## config.mk

```make
export PLATFORM = sky130hd
export DESIGN_NAME = gate_selftest_flat
export DESIGN_NICKNAME = d
export VERILOG_FILES = /design/src/rtl/gate_selftest_pkg.sv /design/src/rtl/gate_selftest_if.sv /design/src/rtl/gate_selftest_hold_timer.sv /design/src/rtl/gate_selftest.sv /design/src/flat_wrapper.sv
export SDC_FILE = /design/constraint.sdc
export NUM_CORES = 1
export LEC_CHECK = 0
export ABC_AREA = 1
export BUFFER_PORTS_ARGS = -buffer_cell sky130_fd_sc_hd__buf_2
export CAP_MARGIN = 20
export CORE_ASPECT_RATIO = 0.7
export CORE_UTILIZATION = 48
export DETAILED_ROUTE_END_ITERATION = 16
export PLACE_DENSITY = 0.71
export REMOVE_ABC_BUFFERS = 1
export SYNTH_ARGS = -nofsm -noshare
export SYNTH_HDL_FRONTEND = slang
export SYNTH_SLANG_ARGS = --single-unit
```

## constraint.sdc

```tcl
create_clock -name clk -period 1.67 [get_ports clk]
set_input_delay 0.2505 -clock clk [delete_from_list [all_inputs] [get_ports clk]]
set_output_delay 0.2505 -clock clk [all_outputs]
set_load 0.01 [all_outputs]
```

## src/rtl/gate_selftest_pkg.sv

```systemverilog
// Shared types and constants for the gate self-test block: FSM states,
// vector count and reference truth tables indexed by {a,b}.
package gate_tb_pkg;

  typedef enum logic [1:0] {
    IDLE   = 2'd0,
    HOLD   = 2'd1,
    FINISH = 2'd2
  } state_t;

  localparam int NVEC = 4;
  localparam logic [1:0] LAST_VEC = 2'(NVEC - 1);

  localparam logic [3:0] TT_AND  = 4'b1000;
  localparam logic [3:0] TT_OR   = 4'b1110;
  localparam logic [3:0] TT_XOR  = 4'b0110;
  localparam logic [3:0] TT_NAND = 4'b0111;

endpackage

```

## src/rtl/gate_selftest_if.sv

```systemverilog
// Signal bundle between the self-test engine (master) and its environment
// (slave: start request, gate response y, result observation).
interface gate_selftest_if;
  import gate_tb_pkg::*;

  // start is level-sampled; it is only accepted on an edge where the engine
  // is idle, so no ready signal exists -- busy/done report progress instead.
  logic       start;
  logic       a;
  logic       b;
  logic       y;
  logic       busy;
  logic       done;
  logic       pass;
  logic [2:0] err_cnt;
  logic [1:0] fail_vec;
  logic       fail_valid;
  state_t     dbg_state;

  modport master (
    input  start, y,
    output a, b, busy, done, pass, err_cnt, fail_vec, fail_valid, dbg_state
  );

  modport slave (
    output start, y,
    input  a, b, busy, done, pass, err_cnt, fail_vec, fail_valid, dbg_state
  );

endinterface

```

## src/rtl/gate_selftest_hold_timer.sv

```systemverilog
// Per-vector settle counter: loads a value, counts down to zero and holds
// there, flagging zero so the engine knows when to sample the gate.
module hold_timer (
  input  logic       clk,
  input  logic       rst,
  input  logic       load_i,
  input  logic [3:0] load_val_i,
  output logic       zero_o
);

  logic [3:0] cnt_q;
  logic [3:0] cnt_d;

  always_comb begin
    cnt_d = cnt_q;
    if (load_i) begin
      cnt_d = load_val_i;
    end else if (cnt_q != 4'd0) begin
      cnt_d = cnt_q - 4'd1;
    end
  end

  always_ff @(posedge clk or posedge rst) begin
    if (rst) begin
      cnt_q <= 4'd0;
    end else begin
      cnt_q <= cnt_d;
    end
  end

  assign zero_o = (cnt_q == 4'd0);

endmodule

```

## src/rtl/gate_selftest.sv

```systemverilog
// Gate self-test engine: steps {a,b} through 00..11, holds each vector
// SETTLE+1 cycles, compares y to EXP_TT and reports pass/error statistics.
module gate_selftest
  import gate_tb_pkg::*;
#(
  parameter logic [3:0]  EXP_TT = TT_AND,
  parameter int unsigned SETTLE = 2
) (
  input  logic            clk,
  input  logic            rst,
  gate_selftest_if.master bus
);

  localparam logic [3:0] SETTLE_V = 4'(SETTLE);

  state_t     state_q, state_d;
  logic [1:0] k_q, k_d;
  logic       a_q, a_d;
  logic       b_q, b_d;
  logic       busy_q, busy_d;
  logic       done_q, done_d;
  logic       pass_q, pass_d;
  logic [2:0] err_q, err_d;
  logic [1:0] fvec_q, fvec_d;
  logic       fv_q, fv_d;

  logic       load;
  logic       zero;
  logic       mism;
  logic [2:0] err_next;

  hold_timer u_hold_timer (
    .clk        (clk),
    .rst        (rst),
    .load_i     (load),
    .load_val_i (SETTLE_V),
    .zero_o     (zero)
  );

  assign mism     = (bus.y != EXP_TT[k_q]);
  assign err_next = err_q + {2'b00, mism};

  always_comb begin
    state_d = state_q;
    k_d     = k_q;
    a_d     = a_q;
    b_d     = b_q;
    busy_d  = busy_q;
    done_d  = 1'b0;
    pass_d  = pass_q;
    err_d   = err_q;
    fvec_d  = fvec_q;
    fv_d    = fv_q;
    load    = 1'b0;

    unique case (state_q)
      IDLE: begin
        if (bus.start) begin
          state_d    = HOLD;
          k_d        = 2'd0;
          {a_d, b_d} = 2'b00;
          busy_d     = 1'b1;
          pass_d     = 1'b0;
          err_d      = 3'd0;
          fvec_d     = 2'b00;
          fv_d       = 1'b0;
          load       = 1'b1;
        end
      end
      HOLD: begin
        if (zero) begin
          err_d = err_next;
          if (mism && !fv_q) begin
            fv_d   = 1'b1;
            fvec_d = k_q;
          end
          // The sampling edge of the last vector also publishes the verdict,
          // so pass must see this edge's mismatch via err_next.
          if (k_q == LAST_VEC) begin
            state_d    = FINISH;
            {a_d, b_d} = 2'b00;
            busy_d     = 1'b0;
            done_d     = 1'b1;
            pass_d     = (err_next == 3'd0);
          end else begin
            k_d        = k_q + 2'd1;
            {a_d, b_d} = k_q + 2'd1;
            load       = 1'b1;
          end
        end
      end
      FINISH: begin
        state_d = IDLE;
      end
      default: begin
        state_d = IDLE;
      end
    endcase
  end

  always_ff @(posedge clk or posedge rst) begin
    if (rst) begin
      state_q <= IDLE;
      k_q     <= 2'd0;
      a_q     <= 1'b0;
      b_q     <= 1'b0;
      busy_q  <= 1'b0;
      done_q  <= 1'b0;
      pass_q  <= 1'b0;
      err_q   <= 3'd0;
      fvec_q  <= 2'b00;
      fv_q    <= 1'b0;
    end else begin
      state_q <= state_d;
      k_q     <= k_d;
      a_q     <= a_d;
      b_q     <= b_d;
      busy_q  <= busy_d;
      done_q  <= done_d;
      pass_q  <= pass_d;
      err_q   <= err_d;
      fvec_q  <= fvec_d;
      fv_q    <= fv_d;
    end
  end

  assign bus.a          = a_q;
  assign bus.b          = b_q;
  assign bus.busy       = busy_q;
  assign bus.done       = done_q;
  assign bus.pass       = pass_q;
  assign bus.err_cnt    = err_q;
  assign bus.fail_vec   = fvec_q;
  assign bus.fail_valid = fv_q;
  assign bus.dbg_state  = state_q;

endmodule

```

## src/flat_wrapper.sv

```systemverilog
// flat-port wrapper written by rule: the top's interface ports become plain ports
module gate_selftest_flat import gate_tb_pkg::*;
#(
  parameter logic [3:0]  EXP_TT = TT_AND,
  parameter int unsigned SETTLE = 2
)
  (clk, rst, bus_start, bus_y, bus_a, bus_b, bus_busy, bus_done, bus_pass, bus_err_cnt, bus_fail_vec, bus_fail_valid, bus_dbg_state);
  gate_selftest_if bus_i ();
  input  logic clk;
  input  logic rst;
  input wire logic [$bits(bus_i.start)-1:0] bus_start;
  input wire logic [$bits(bus_i.y)-1:0] bus_y;
  output wire logic [$bits(bus_i.a)-1:0] bus_a;
  output wire logic [$bits(bus_i.b)-1:0] bus_b;
  output wire logic [$bits(bus_i.busy)-1:0] bus_busy;
  output wire logic [$bits(bus_i.done)-1:0] bus_done;
  output wire logic [$bits(bus_i.pass)-1:0] bus_pass;
  output wire logic [$bits(bus_i.err_cnt)-1:0] bus_err_cnt;
  output wire logic [$bits(bus_i.fail_vec)-1:0] bus_fail_vec;
  output wire logic [$bits(bus_i.fail_valid)-1:0] bus_fail_valid;
  output wire logic [$bits(bus_i.dbg_state)-1:0] bus_dbg_state;
  assign bus_i.start = bus_start;
  assign bus_i.y = bus_y;
  assign bus_a = bus_i.a;
  assign bus_b = bus_i.b;
  assign bus_busy = bus_i.busy;
  assign bus_done = bus_i.done;
  assign bus_pass = bus_i.pass;
  assign bus_err_cnt = bus_i.err_cnt;
  assign bus_fail_vec = bus_i.fail_vec;
  assign bus_fail_valid = bus_i.fail_valid;
  assign bus_dbg_state = bus_i.dbg_state;
  gate_selftest #(.EXP_TT(EXP_TT), .SETTLE(SETTLE)) u_core (.clk(clk), .rst(rst), .bus(bus_i));
endmodule
```

==> flow_summary.yaml, run 1 <==
run_status:
  outcome: "complete, no violations"
clocking:
  cts_made_buffers: 3
  cts.sinks: 19
  clk_latency_ps: 290
  clk_pin_slew_ps: 100
  cts_htree_levels: 1
  cts-root-buf: "clkbuf_4"
  cts_tree: "built"
  cts_buffer_depth: 2
cells_and_area:
  fillers: 170
  diodes: 0
  synthToLayoutAreaGrowth_pct: 17.9
  layout_commonest_cell: "nand2_1"
  fin_cells: 160
  final_nets: 149
  final_cell_mix: "nand2_1, dfrtp_1, buf_2"
  fin_area_um2: 1160
  layout-drive-gt1-share_pct: 24.6
global_routing:
  grt_max_degree: 20
  gr-total-overflow: 0
  antenna_found_initial: 0
  groute.usage.overall_pct: 19.6
  grt_pass1_vias: 686
  grt_first_pass_wirelength_um: 3080
placed_design:
  dp_hpwl_um: 1440
  place_area_um2: 1110
  numPortBuffers: 16
  place.gp.congestion: 0.795
  place_inst: 153
die:
  die_h_um: 39.9
  core_um2: 1890
  initial_core_util_pct: 52.1
  die_x_um: 56.1
  rows: 13
  die-area_um2: 2240
  io_pins: 17
worst_setup_path:
  reg2reg_slack_ps: 120
  worstReg2RegStart: "u_core.k_q[1]"
  path_delay_family: "buffers and inverters"
  cp_slowest_cell: "dfrtp_1"
  crit_chain: "buf_4 > buf_4 > ha_1 > inv_1 > nand2_1 > nor2_4 > inv_2 > nand2_2 > nor2_1"
  cp-start-kind: "flop"
  arrival_ps: 1750
  rr_worst_depth: 9
  crit_fanout: 4
  critPathMaxStageDelay_ps: 410
  crit_cells: 9
  worst_ep_required_time_ps: 1870
  path_class: "reg -> reg"
  cpMostUsedCell: "buf_4"
  worstSetupStartpoint: "u_core.k_q[1]"
  cp_num_buf_inv: 4
  cp-end-kind: "flop"
  r2r-end: "u_core.u_hold_timer.cnt_q[3]"
  crit_end: "u_core.u_hold_timer.cnt_q[3]"
synthesis:
  synth_top_area_share_pct: 48.3
  synth_cells: 113
  yosys.cell_types.count: 17
  synth-seq-cells: 19
  avgSynthCellArea_um2: 8.70
  synth_top_cell_by_area: "dfrtp_1"
  synthTopCellsByArea: "dfrtp_1, nand2_1, ha_1"
  seq_area_frac_synth_pct: 48.3
  netlist_area_um2: 983
  yosys_warnings: 0
route:
  num_vias: 778
  wl_per_cell_um: 12.2
  drc: 0
  first_pass_iters: 4
  ant_nets: 0
  vias_per_cell: 4.86
  first_iter_violations: 17
  drt_wl_total_um: 1950
sta:
  worstMarginPinSlew_ps: 247
  clock_skew_ps: 2.03
  slew_headroom_pct: 83.5
  finalHoldViolations: 0
  fin_crit_sh_pct: 93.0
  setup-tns-final_ps: 0
  rsz0062_at_grt: "false"
  setup_viol: 0
  period_needed_ps: 1550
  max_clock_freq_mhz: 644
  slew_viol_final: 0
hold_path:
  hold_path.class: "in -> reg"
job:
  drv_cap: 0
power:
  vdd_drop_max_v: 0.000947
  fin_total_pwr_mw: 2.04
  power_density_nw_per_um2: 1760
  p_leak_nw: 0.692
## power by group
group          leakage (nW)  total [mW]  switching [mW]  internal [mW]
logic                 0.440        1.04           0.627          0.418
registers             0.238       0.765           0.122          0.643
clock network        0.0150       0.227           0.134         0.0930
total                 0.692        2.04           0.883           1.15
## registers in the layout, indices dropped and copies added (netlist names)
| signal | count |
|---|---|
| u_core.u_hold_timer.cnt_q | 4 |
| u_core.bus.fail_valid | 1 |
| u_core.bus.err_cnt | 3 |
| u_core.k_q | 2 |
| u_core.bus.pass | 1 |
| u_core.bus.fail_vec | 2 |
| u_core.bus.b | 1 |
| u_core.bus.done | 1 |
| u_core.bus.busy | 1 |
| u_core.bus.a | 1 |
| u_core.bus.dbg_state | 2 |
## worst min-delay path: cells and delay by family
kind                   cells  cell delay, ps
AND/OR/NAND/NOR            2             260
buffers and inverters      1             100
## worst min path at each step
stage              start         endpoint  cells past startpoint
2_1_floorplan        rst     u_core.bus.a                      1
3_3_place_gp         rst     u_core.bus.b                      3
3_5_place_dp         rst     u_core.bus.b                      3
4_1_cts        bus_start  u_core.bus.busy                      3
5_1_grt        bus_start  u_core.bus.busy                      3
6_report       bus_start  u_core.bus.busy                      3
## timing repair
action	4_1_cts	5_1_grt
setup endpoints to repair	0	1
hold buffers	1	0
hold endpoints to repair	19	0
setup buffers	0	2
resized for setup	0	1
## kinds of logic (layout without fill, tap and decap cells)
kind of cell,count (synthesis),in the layout,share of synthesized area [%]
adders and majority gates,6,6,7.63
buffers and inverters,16,41,6.49
and+or+nand+nor,66,66,33.1
DFF,19,19,48.3
AOI/OAI and AO/OA,3,3,1.78
xor gates and xnor gates,3,3,2.67
## metrics by stage
step	utilization, %	hold WS (ps)	setup slack [ps]
3_5_place_dp	58.6	285	93.4
5_1_grt	61.5	374	6.51
2_1_floorplan	-	202	163
6_report	61.5	333	117
4_1_cts	60.5	331	65.0
3_3_place_gp	58.6	279	149
## area by class of cell
cell class / count / area, µm² / share of cell area, %
clock buffer: 4 / 26.3 / 2.27
inverter: 15 / 56.3 / 4.85
multi-input combinational: 78 / 447 / 38.5
sequential: 19 / 475 / 41.0
tap: 22 / 27.5 / 2.37
timing repair buffer: 22 / 128 / 11.0
## synthesized netlist by cell type (all sizes together)
master and instances:
nand2 38, dfrtp 19, nand3 16, inv 15, nor2 11, ha 6
xor2 3, o21ai 2, a21o 1, buf 1, nand4 1
## metal layers
layer	vias up	global-route usage, %	share of wire [%]
met5	-	0	0
met4	0	4.88	0.56
met1	359	25.4	51
met3	2	7.26	4.7
met2	16	31.5	43
li1	401	-	-
Note: power is estimated with default switching activity, not from simulation.
==> run 2: changes to the inputs <==
Settings changed: REMOVE_ABC_BUFFERS 1 to unset.
==> flow_summary.yaml, run 2 (same netlist as run 1, synthesis figures left out) <==
route:
  wl_met3_um: 88
  num_vias: 766
  ant_nets: 0
  wl_met2_um: 775
  drt_wl_total_um: 1850
  vias_per_cell: 4.79
  wl_per_cell_um: 11.5
  first_pass_iters: 4
  first_iter_violations: 14
  drt-met1-wl_um: 957
  highest_layer: "met4"
  drc: 0
worst_setup_path:
  path_delay_family: "adder cells"
  cp-start-kind: "flop"
  cp-end-kind: "flop"
  crit_end: "u_core.bus.pass"
  worstSetupStartpoint: "u_core.k_q[1]"
  worstReg2RegStart: "u_core.k_q[1]"
  crit_chain: "ha_2 > inv_2 > nand2_2 > nand2_1 > ha_2 > ha_4 > inv_1 > nand2_1 > nor2_1 > nand2_1 > nand2_1"
  reg2reg_slack_ps: 130
  cp_num_buf_inv: 2
  path_class: "reg -> reg"
  crit_fanout: 4
  crit_cells: 11
  r2r-end: "u_core.bus.pass"
  cp_slowest_cell: "dfrtp_1"
  rr_worst_depth: 11
  cpMostUsedCell: "nand2_1"
  arrival_ps: 1740
  worst_ep_required_time_ps: 1870
  critPathMaxStageDelay_ps: 410
die:
  die_x_um: 56.1
  die_h_um: 39.9
  rows: 13
  die-area_um2: 2240
  core_um2: 1890
  initial_core_util_pct: 52.1
  io_pins: 17
global_routing:
  antenna_found_initial: 0
  grt_pass1_vias: 649
  groute.usage.overall_pct: 19.2
  grt_max_degree: 20
  grt_first_pass_wirelength_um: 3010
  gr-total-overflow: 0
clocking:
  cts_buffer_depth: 2
  cts.sinks: 19
  clk_latency_ps: 300
  clk_pin_slew_ps: 100
  cts_made_buffers: 3
  cts_htree_levels: 1
  cts-root-buf: "clkbuf_4"
  cts_tree: "built"
cells_and_area:
  fin_area_um2: 1180
  layout-drive-gt1-share_pct: 28.3
  multi_input_area_um2: 472
  final_nets: 149
  fillers: 173
  largest_reg_flops: 4
  diodes: 0
  final_cell_mix: "nand2_1, dfrtp_1, buf_2"
  layout_commonest_cell: "nand2_1"
  synthToLayoutAreaGrowth_pct: 20.5
  largest_register: "u_core.u_hold_timer.cnt_q"
  seqCellArea_um2: 475
synthesis:
  syn_nets: 123
placed_design:
  numPortBuffers: 16
  place.gp.congestion: 0.782
  place_area_um2: 1110
  dp_hpwl_um: 1380
power:
  power_density_nw_per_um2: 1730
  fin_total_pwr_mw: 2.04
  vdd_drop_max_v: 0.00104
  p_leak_nw: 0.688
run_status:
  outcome: "complete, no violations"
sta:
  setup_viol: 0
  slew_headroom_pct: 83.5
  fin_crit_sh_pct: 92.2
  period_needed_ps: 1540
  max_clock_freq_mhz: 649
  worstMarginPinSlew_ps: 248
  clock_skew_ps: 1.55
  slew_viol_final: 0
  finalHoldViolations: 0
  holdWs_ps: 419
  setup-tns-final_ps: 0
job:
  drv_cap: 0
hold_path:
  hold_path.class: "in -> reg"
==> run 2: cell counts in the layout (fill, tap and decap cells not counted) <==
Identical to the previous run, type by type.
==> run 2: cell type report <==
cell class | count | area share, %
Multi-Input combinational cell | 78 | 39.8
Clock buffer | 4 | 2.22
Tap cell | 22 | 2.32
Inverter | 15 | 4.75
Sequential cell | 19 | 40.1
Timing Repair Buffer | 22 | 10.8
==> run 2: worst min path at each step <==
| stage | startpoint | cells past startpoint | end | slack [ps] |
|---|---|---|---|---|
| 2_1_floorplan | rst | 1 | u_core.bus.a | 200 |
| 3_3_place_gp | rst | 3 | u_core.bus.busy | 280 |
| 3_5_place_dp | rst | 3 | u_core.bus.fail_vec[1] | 290 |
| 4_1_cts | bus_y | 6 | u_core.bus.fail_valid | 380 |
| 5_1_grt | bus_start | 4 | u_core.bus.err_cnt[2] | 440 |
| 6_report | bus_y | 6 | u_core.bus.fail_valid | 420 |
==> run 2: repair_timing <==
action / 4_1_cts / 5_1_grt
setup endpoints to repair: 0 / 1
buffers inserted: 0 / 2
endpoints found under the hold margin: 19 / 0
gates resized for setup: 0 / 6
hold buffers: 1 / 0
==> run 2: tightest hold or removal path, delay by kind of cell <==
kind	cells	cell delay [ps]
simple gates	4	250
buf+inv	2	180
==> run 2: power breakdown <==
group	internal, mW	switching (mW)
sequential	0.643	0.133
combinational	0.428	0.614
clock	0.0932	0.133
==> run 2: metal layers <==
layer  global-route usage (%)  vias up
met4                     7.32        0
met3                     6.93        5
li1                         -      403
met5                        0        -
met1                     26.0      344
met2                     28.3       14
==> run 2: metrics by stage <==
stage	utilization (%)	instances	setup WS [ps]
after floorplan	-	113	163
after global placement	58.6	153	150
after detailed placement	58.6	153	56.4
after CTS	60.5	158	18.7
after global routing	62.8	160	-9.81
final	62.8	160	130
